[src/rtl/imm_ext_stage.sv]
// imm_ext_stage: registered immediate generator with valid/ready handshake, 2-entry skid buffer,
// flush and a saturating count of illegal-format entries.
module imm_ext_stage #(
    parameter int XLEN  = 32,
    parameter int TAG_W = 32,
    parameter int CNT_W = 8
) (
    input  logic             clk,
    input  logic             reset,
    input  logic             flush,
    input  logic             in_valid,
    output logic             in_ready,
    input  logic [31:0]      instr,
    input  logic [2:0]       immsrc,
    input  logic [TAG_W-1:0] in_tag,
    output logic             out_valid,
    input  logic             out_ready,
    output logic [XLEN-1:0]  out_imm,
    output logic [TAG_W-1:0] out_tag,
    output logic             out_illegal,
    output logic [CNT_W-1:0] illegal_cnt
);
    generate
        if (XLEN != 32 && XLEN != 64) begin : g_bad_xlen
            $error("imm_ext_stage: XLEN must be 32 or 64");
        end
    endgenerate

    typedef struct packed {
        logic             ill;
        logic [TAG_W-1:0] tag;
        logic [XLEN-1:0]  imm;
    } entry_t;

    entry_t            main_q, main_d, skid_q, skid_d, new_e;
    logic              main_valid_q, main_valid_d, skid_valid_q, skid_valid_d;
    logic [CNT_W-1:0]  cnt_q, cnt_d;
    logic [XLEN-1:0]   ext_imm;
    logic              accept, xfer, is_ill;
    logic              unused_instr;

    assign unused_instr = ^instr[6:0];

    always_comb begin
        ext_imm = '0;
        case (immsrc)
            3'b000: ext_imm = {{(XLEN-12){instr[31]}}, instr[31:20]};
            3'b001: ext_imm = {{(XLEN-12){instr[31]}}, instr[7], instr[30:25], instr[11:8], 1'b0};
            3'b010: ext_imm = {{(XLEN-11){instr[31]}}, instr[30:25], instr[11:7]};
            3'b011: ext_imm = {{(XLEN-20){instr[31]}}, instr[19:12], instr[20], instr[30:21], 1'b0};
            3'b100: ext_imm = {{(XLEN-31){instr[31]}}, instr[30:12], 12'b0};
            3'b101: ext_imm = (XLEN == 64) ? XLEN'(instr[25:20]) : XLEN'(instr[24:20]);
            3'b110: ext_imm = XLEN'(instr[19:15]);
            default: ext_imm = '0;
        endcase
    end

    assign is_ill = (immsrc == 3'b111);
    assign new_e  = '{ill: is_ill, tag: in_tag, imm: ext_imm};
    // Input offered during flush is dropped, so it neither enters the buffer nor counts.
    assign accept = in_valid & in_ready & ~flush;
    assign xfer   = main_valid_q & out_ready;

    always_comb begin
        main_d       = main_q;
        main_valid_d = main_valid_q;
        skid_d       = skid_q;
        skid_valid_d = skid_valid_q;
        if (flush) begin
            main_valid_d = 1'b0;
            skid_valid_d = 1'b0;
        end else if (!main_valid_q || xfer) begin
            if (skid_valid_q) begin
                main_d       = skid_q;
                main_valid_d = 1'b1;
                skid_valid_d = 1'b0;
            end else begin
                main_valid_d = accept;
                main_d       = accept ? new_e : main_q;
            end
        end else if (accept) begin
            skid_d       = new_e;
            skid_valid_d = 1'b1;
        end
    end

    assign cnt_d = (accept && is_ill && cnt_q != {CNT_W{1'b1}}) ? cnt_q + CNT_W'(1) : cnt_q;

    always_ff @(posedge clk) begin
        if (reset) begin
            main_q       <= '0;
            skid_q       <= '0;
            main_valid_q <= 1'b0;
            skid_valid_q <= 1'b0;
            cnt_q        <= '0;
        end else begin
            main_q       <= main_d;
            skid_q       <= skid_d;
            main_valid_q <= main_valid_d;
            skid_valid_q <= skid_valid_d;
            cnt_q        <= cnt_d;
        end
    end

    assign in_ready    = ~skid_valid_q;
    assign out_valid   = main_valid_q;
    assign out_imm     = main_q.imm;
    assign out_tag     = main_q.tag;
    assign out_illegal = main_q.ill;
    assign illegal_cnt = cnt_q;
endmodule

[config.mk]
export PLATFORM = sky130hd
export DESIGN_NAME = imm_ext_stage
export DESIGN_NICKNAME = d
export VERILOG_FILES = /design/src/rtl/imm_ext_stage.sv
export SDC_FILE = /design/constraint.sdc
export NUM_CORES = 1
export LEC_CHECK = 0
export BUFFER_PORTS_ARGS = -buffer_cell sky130_fd_sc_hd__buf_2
export CAP_MARGIN = 20
export CORE_MARGIN = 2
export CORE_UTILIZATION = 30
export CTS_BUF_LIST = sky130_fd_sc_hd__clkbuf_8
export DETAILED_ROUTE_END_ITERATION = 12
export GPL_TIMING_DRIVEN = 1
export PLACE_DENSITY = 0.52
export SYNTH_ARGS = -nofsm -noshare
export SYNTH_HDL_FRONTEND = slang
export SYNTH_SLANG_ARGS = --single-unit
[constraint.sdc]
create_clock -name clk -period 1.6 [get_ports clk]
set_input_delay 0.16 -clock clk [delete_from_list [all_inputs] [get_ports clk]]
set_output_delay 0.16 -clock clk [all_outputs]
set_load 0.005 [all_outputs]
==> impl_metrics.tcl, run 1 <==
set metrics [dict create \
    outcome "finished clean" \
    placed_area_um2 7440 \
    drc 0 \
    dieWidth_um 148 \
    detailedRoute.firstPassIterationCount 5 \
    critPathMaxFanout 10 \
    die_area_um2 21800 \
    synth_ff_type "dfxtp_1" \
    critical_path_class "flop to flop" \
    ir_worst_vdd_v 0.000473 \
    clk_pin_slew_worst_paths_ns 0.08 \
    boundaryPins 147 \
    ys_seq_elements 140 \
    min_delay_worst_type "input port to flop" \
    num-fill-cells 2060 \
    power.total_uw 7380 \
    synth_top_area_share 0.452 \
    syn_to_final_growth_pct 34.4 \
    timing.final.setup_violations 0 \
    cp_data_arrival_time_ns 1.92 \
    via_count 5686 \
    syn-mean-instance-area_um2 8.71 \
    yosys_warnings 0 \
    pwr_density_cell_nw_per_um2 885 \
    worst_path_max_delay_cell "or3_1" \
    ctsRootBufferMaster "clkbuf_8" \
    slew_violations 0 \
    post-route-worst-setup-slack_ns 0.0486 \
    tritoncts.num_buffers 17 \
    power_leakage_uw 0.00322 \
    unrepaired_setup_endpoints_after_global_routing "true" \
    regToRegSetupSlack_ns 0.05 \
    final_hold_viol_count 0 \
    ys_async_sr_fraction 0 \
    port-buffer-count 139 \
    postLayoutCoreUtil 0.412 \
    design.final.nets 963 \
    ant_nets 0 \
    diodes 0 \
    synth_top_cell_by_area "dfxtp_1" \
    cts.htree.levels 4 \
    critPathMostFrequentCell "or3_1" \
    dieHeight_um 148 \
    clockBufferDepth 2 \
    worst_skew_pair.late_latency_ns 0.44 \
    overflow 0 \
    num_rows 52 \
    crit_path_launch_type "flop" \
    syn-num-nets 785 \
    route.detailed.vias_per_inst 4.85 \
    initial_core_utilization 0.307 \
    layout.cells.most_common_list "dfxtp_1 (139), buf_2 (137), nor2_1 (85)" \
    number_of_sinks_handled_by_clock_tree_synthesis 140 \
    final_layout_size_suffix_gt1_frac 0.283 \
    placement.setup.worst_slack_ns -0.0524 \
    synthCells 712 \
    finalCriticalPeriod_ns 1.55 \
    crit_path_end_kind "flop" \
    detail_route.iter0.violations 270 \
    grt_max_degree 54 \
    synth.cell_area_um2 6200 \
    worstPathCellList "nor2_4, or3_1, or3_1, buf_6, o211ai_2" \
    cp_data_required_time_ns 1.97 \
    finalCritPeriodShare 0.970 \
    slew_headroom 0.651 \
    first_global_vias 5330 \
    gr-usage-all-layers 0.159 \
    grt_pass1_wl_um 28000 \
    ys_top_cells_by_area "dfxtp_1 (45%), a211oi_1 (8.4%), mux2i_1 (6.3%), a21oi_1 (5.6%), nor2_1 (5.2%)" \
    totalWireLength_um 17900 \
    floorplan.core_area_um2 20200 \
    layout.cell_area.non_filler_um2 8340 \
    layout.cells.most_common "dfxtp_1" \
    clock_skew_ns 0.0176 \
    share_of_the_yosys_chip_area_belonging_to_registers 0.452 \
    timing.setup.tns_ns 0 \
    hpwl_after_detailed_placement_um 11900 \
    critPathMaxStageDelay_ns 0.39 \
    drv_cap 0 \
    synth.lib_cells_used.distinct 42 \
    fmax_achieved_mhz 645 \
    synth-edff-count 0 \
    drt-wirelength-per-cell_um 15.2 \
    clock_tree_from_tritoncts "done" \
    antenna_found_initial 0 \
    gp_routability_congestion 0.836 \
    worst_slew_pin_slew_ns 0.523 \
]
## synthesized netlist by cell type, types with 3 or more instances
cell type	count
a211oi_1	69
a21oi_1	69
a22oi_1	4
and2_1	13
buf_1	3
buf_2	18
clkbuf_1	44
dfxtp_1	140
inv_1	4
mux2_2	8
mux2i_1	39
nand2_1	82
nand2b_1	6
nand3_1	5
nand3b_1	30
nand4b_1	10
nor2_1	86
nor2b_1	9
nor3_1	12
nor3b_1	7
nor4_1	3
o211ai_2	10
o22a_1	6
o41ai_1	13
## worst paths after layout
path | start | end | cells after the start
setup reg to reg | skid_valid_q | out_imm[13] | 5
setup / recovery | skid_valid_q | out_imm[13] | 5
hold reg to reg | skid_q[7] | skid_q[7] | 2
hold / removal | instr[30] | skid_q[10] | 3
## critical path: cells and delay by family (launching register included)
| family | cells | cell delay [ns] |
|---|---|---|
| AO/OA/AOI/OAI | 1 | 0.15 |
| buffers and inverters | 1 | 0.17 |
| AND/OR/NAND/NOR | 3 | 0.78 |
| flip-flops | 1 | 0.38 |
## routing by layer
metal / wire, µm / share of wire / global-route usage
met2: 8290 / 0.46 / 0.245
met5: 0 / 0 / 0
met3: 719 / 0.040 / 0.0370
met4: 233 / 0.013 / 0.0510
met1: 8640 / 0.48 / 0.219
## registers in the layout, indices dropped and copies added (netlist names)
signal,flops
illegal_cnt,8
out_illegal,1
out_imm,32
out_tag,32
out_valid,1
skid_q,65
skid_valid_q,1
## logic make-up (layout without fill, tap and decap cells)
| kind of cell | count (synthesis) | after routing | synth area share |
|---|---|---|---|
| multiplexers | 47 | 47 | 0.0775 |
| XOR/XNOR | 1 | 1 | 0.00262 |
| adder cells (fa/ha/maj) | 1 | 1 | 0.00202 |
| flip-flops | 140 | 140 | 0.452 |
| AND/OR/NAND/NOR | 272 | 272 | 0.217 |
| buffers and inverters | 71 | 262 | 0.0478 |
| AO/OA/AOI/OAI | 180 | 180 | 0.201 |
## layout make-up
class | instances | area (µm²) | share of cell area
flip-flops and latches | 140 | 2810 | 0.337
inverters | 4 | 15.0 | 0.00180
multi-input cells | 501 | 3200 | 0.384
repair buffers | 226 | 1590 | 0.191
well taps | 270 | 338 | 0.0405
clock inverters | 14 | 131 | 0.0158
clock buffers | 18 | 248 | 0.0297
## power by group
part	internal (µW)	switching (µW)	total (µW)	leakage [µW]
clock	1300	1490	2780	0.000200
combinational	449	490	939	0.00188
sequential	3590	60.7	3660	0.00114
total	5340	2040	7380	0.00322
## through the flow
step | hold slack, ns | instances
global route | 0.0260 | 1173
floorplan | 0.230 | 712
detailed placement | 0.417 | 1100
finish | 0.0284 | 1173
CTS | 0.00201 | 1170
global placement | 0.414 | 1100
## timing repair
action / CTS / global route
setup endpoints to repair: 0 / 54
hold buffers: 38 / 0
gates resized for setup: 0 / 18
hold endpoints to repair: 38 / 0
buffers inserted: 0 / 3
No activity file was read; power rests on OpenSTA's default activity.
==> run 2, diff against run 1 <==
--- a/config.mk
+++ b/config.mk
@@ -5,6 +5,7 @@
 export SDC_FILE = /design/constraint.sdc
 export NUM_CORES = 1
 export LEC_CHECK = 0
+export ABC_AREA = 1
 export BUFFER_PORTS_ARGS = -buffer_cell sky130_fd_sc_hd__buf_2
 export CAP_MARGIN = 20
 export CORE_MARGIN = 2
@@ -12,7 +13,7 @@
 export CTS_BUF_LIST = sky130_fd_sc_hd__clkbuf_8
 export DETAILED_ROUTE_END_ITERATION = 12
 export GPL_TIMING_DRIVEN = 1
-export PLACE_DENSITY = 0.52
+export PLACE_DENSITY = 0.53
 export SYNTH_ARGS = -nofsm -noshare
 export SYNTH_HDL_FRONTEND = slang
 export SYNTH_SLANG_ARGS = --single-unit
==> impl_metrics.tcl, run 2 <==
set metrics [dict create \
    outcome "finished clean" \
    placement.setup.worst_slack_ns 0.0999 \
    diodes 0 \
    cp_data_required_time_ns 1.99 \
    ctsRootBufferMaster "clkbuf_8" \
    drc 0 \
    cts.htree.levels 4 \
    power.share.clock 0.421 \
    synth_top_area_share 0.467 \
    dieHeight_um 145 \
    drv_cap 0 \
    num_rows 51 \
    power.share.switching 0.248 \
    fmax_achieved_mhz 689 \
    timing.final.setup_violations 0 \
    timing.setup.tns_ns 0 \
    totalWireLength_um 17600 \
    ir_worst_vdd_v 0.000438 \
    slew_violations 0 \
    grt_max_degree 69 \
    crit_path_end_kind "flop" \
    critPathMaxFanout 4 \
    final-instance-count-excl-fill 1273 \
    share_of_the_yosys_chip_area_belonging_to_registers 0.467 \
    critPathMostFrequentCell "dlygate4sd3_1" \
    ys_top_cells_by_count "o21ai_0 (158), dfxtp_1 (140), nand2_1 (137)" \
    clock_skew_ns 0.0141 \
    power_leakage_uw 0.00361 \
    unrepaired_setup_endpoints_after_global_routing "false" \
    synth_top_cell_by_area "dfxtp_1" \
    gr-usage-all-layers 0.168 \
    post-synth-top-count-cell "o21ai_0" \
    critical_path.n_buffers_inverters 5 \
    via_count 5963 \
    worst_slew_pin_slew_ns 0.518 \
    first_global_vias 5582 \
    slew_headroom 0.655 \
    detail_route.iter0.violations 313 \
    route.detailed.vias_per_inst 4.68 \
    ys_top_cells_by_area "dfxtp_1 (47%), o21ai_0 (13%), a21oi_1 (8.8%), nand2_1 (8.6%), nor2_1 (6.2%)" \
    tritoncts.num_buffers 17 \
    number_of_sinks_handled_by_clock_tree_synthesis 140 \
    final_layout_size_suffix_gt1_frac 0.210 \
    layout.cells.most_common "o21ai_0" \
    post-route-worst-setup-slack_ns 0.149 \
    floorplan.core_area_um2 19500 \
    layout.cell_area.non_filler_um2 7930 \
    kind_of_cell_adding_the_most_delay_to_the_critical_path "buffers and inverters" \
    placed_area_um2 6980 \
    hpwl_after_detailed_placement_um 11100 \
    design.final.nets 1070 \
    largest-register "skid_q" \
    ys_seq_elements 140 \
    regToRegSetupSlack_ns 0.15 \
    seq_power_share 0.475 \
    layout.cells.most_common_list "o21ai_0 (158), dfxtp_1 (139), buf_2 (139)" \
    synth.cell_area_um2 6000 \
    net_load_switching_power_uw 1900 \
    antenna_found_initial 1 \
    dp_cells 1193 \
    ys_async_sr_fraction 0 \
    finalCriticalPeriod_ns 1.45 \
    initial_core_utilization 0.308 \
    critical_path_class "input port to flop" \
    yosys_warnings 0 \
    cell_internal_pwr_uw 5750 \
    clockBufferDepth 2 \
    detailedRoute.firstPassIterationCount 4 \
    die_area_um2 21200 \
    cp_data_arrival_time_ns 1.84 \
    pwr_density_cell_nw_per_um2 964 \
    gp_routability_congestion 0.836 \
    worstPathCellList "dlygate4sd3_1, buf_2, inv_2, nand2_1, nand2_2, inv_1, o31ai_1, dlygate4sd3_1" \
    ant_nets 0 \
    min_delay_worst_type "input port to flop" \
    syn-mean-instance-area_um2 7.27 \
    drt-wirelength-per-cell_um 13.8 \
    share_comb_of_total_power 0.105 \
    overflow 0 \
    worst_skew_pair.late_latency_ns 0.46 \
    syn-num-nets 899 \
    synth_ff_type "dfxtp_1" \
    clk_pin_slew_worst_paths_ns 0.09 \
    synth.lib_cells_used.distinct 31 \
    largest_register_ffs 65 \
    crit_path_launch_type "input port" \
    port-buffer-count 139 \
    synthCells 826 \
    syn_to_final_growth_pct 32.1 \
    grt_pass1_wl_um 28700 \
    synth-edff-count 0 \
    finalCritPeriodShare 0.907 \
    clock_tree_from_tritoncts "done" \
    worst_path_max_delay_cell "dlygate4sd3_1" \
    final_hold_viol_count 0 \
    dieWidth_um 145 \
    boundaryPins 147 \
    critPathMaxStageDelay_ns 0.56 \
]
==> run 2: cell count changes after synthesis, moves of 12 or more <==
cell	change
nor3_1	-12
and2_1	-13
a211oi_1	-68
o21ai_1	+14
o21ai_0	+156
inv_1	+43
a21oi_1	+36
mux2i_1	-39
nor2_1	+13
nand3b_1	-30
nand2_1	+55
a31oi_1	+15
clkbuf_1	-16
o41ai_1	-13
==> run 2: power by group through the flow <==
stage	combinational, µW	sequential, µW	clock (µW)
2_1_floorplan	378	3720	0
3_3_place_gp	708	3710	0
3_5_place_dp	709	3710	0
5_1_grt	903	3650	3480
6_report	801	3630	3220
4_1_cts	806	3630	3320
==> run 2: kinds of logic after synthesis <==
| family | count (synthesis) | synth area share |
|---|---|---|
| xor+xnor | 4 | 0.00584 |
| compound gates | 298 | 0.255 |
| flops | 140 | 0.467 |
| simple gates | 269 | 0.185 |
| buf+inv | 114 | 0.0846 |
| fa+ha+maj | 1 | 0.00208 |
==> run 2: worst register-to-register path, cell delays in order (launching register included) <==
cell and delay, ns:
dfxtp_1 0.38, ha_1 0.19, nand3_1 0.08, nor2_1 0.18, nand2_1 0.12, nand2_4 0.15
clkinv_4 0.10, nand2_1 0.07, a21oi_1 0.05
==> run 2: per-layer routing <==
layer	vias to the layer above	global-route usage	routed length (µm)
met5	-	0	11
met4	2	0.0456	140
met3	12	0.0442	853
met2	152	0.264	7840
met1	2704	0.229	8760
li1	3093	-	-
==> run 2: through the flow <==
stage	hold slack (ns)	util	power, µW
6_report	0.0309	0.406	7650
5_1_grt	0.0113	0.406	8030
4_1_cts	0.00294	0.406	7750
3_5_place_dp	0.393	0.358	4420
3_3_place_gp	0.380	0.358	4420
2_1_floorplan	0.261	-	4100
==> run 2: path summary, 6_finish.rpt <==
check / startpoint / to / cells past startpoint
max: flush / out_valid / 8
min: instr[20] / skid_q[20] / 3
max reg2reg: illegal_cnt[1] / illegal_cnt[7] / 8
min reg2reg: skid_q[31] / skid_q[31] / 2
==> run 2: repair_timing <==
action	4_1_cts	5_1_grt
resized for setup	0	6
hold buffers	50	0
setup buffers	0	0
setup endpoints to repair	0	60
hold endpoints to repair	51	0
==> run 2: layout make-up <==
class / instances / area (µm²)
Fill cell: 2083 / 11600
Sequential cell: 140 / 2810
Clock inverter: 10 / 164
Tap cell: 265 / 332
Clock buffer: 20 / 275
Multi-Input combinational cell: 572 / 2690
Inverter: 55 / 223
Timing Repair Buffer: 211 / 1440
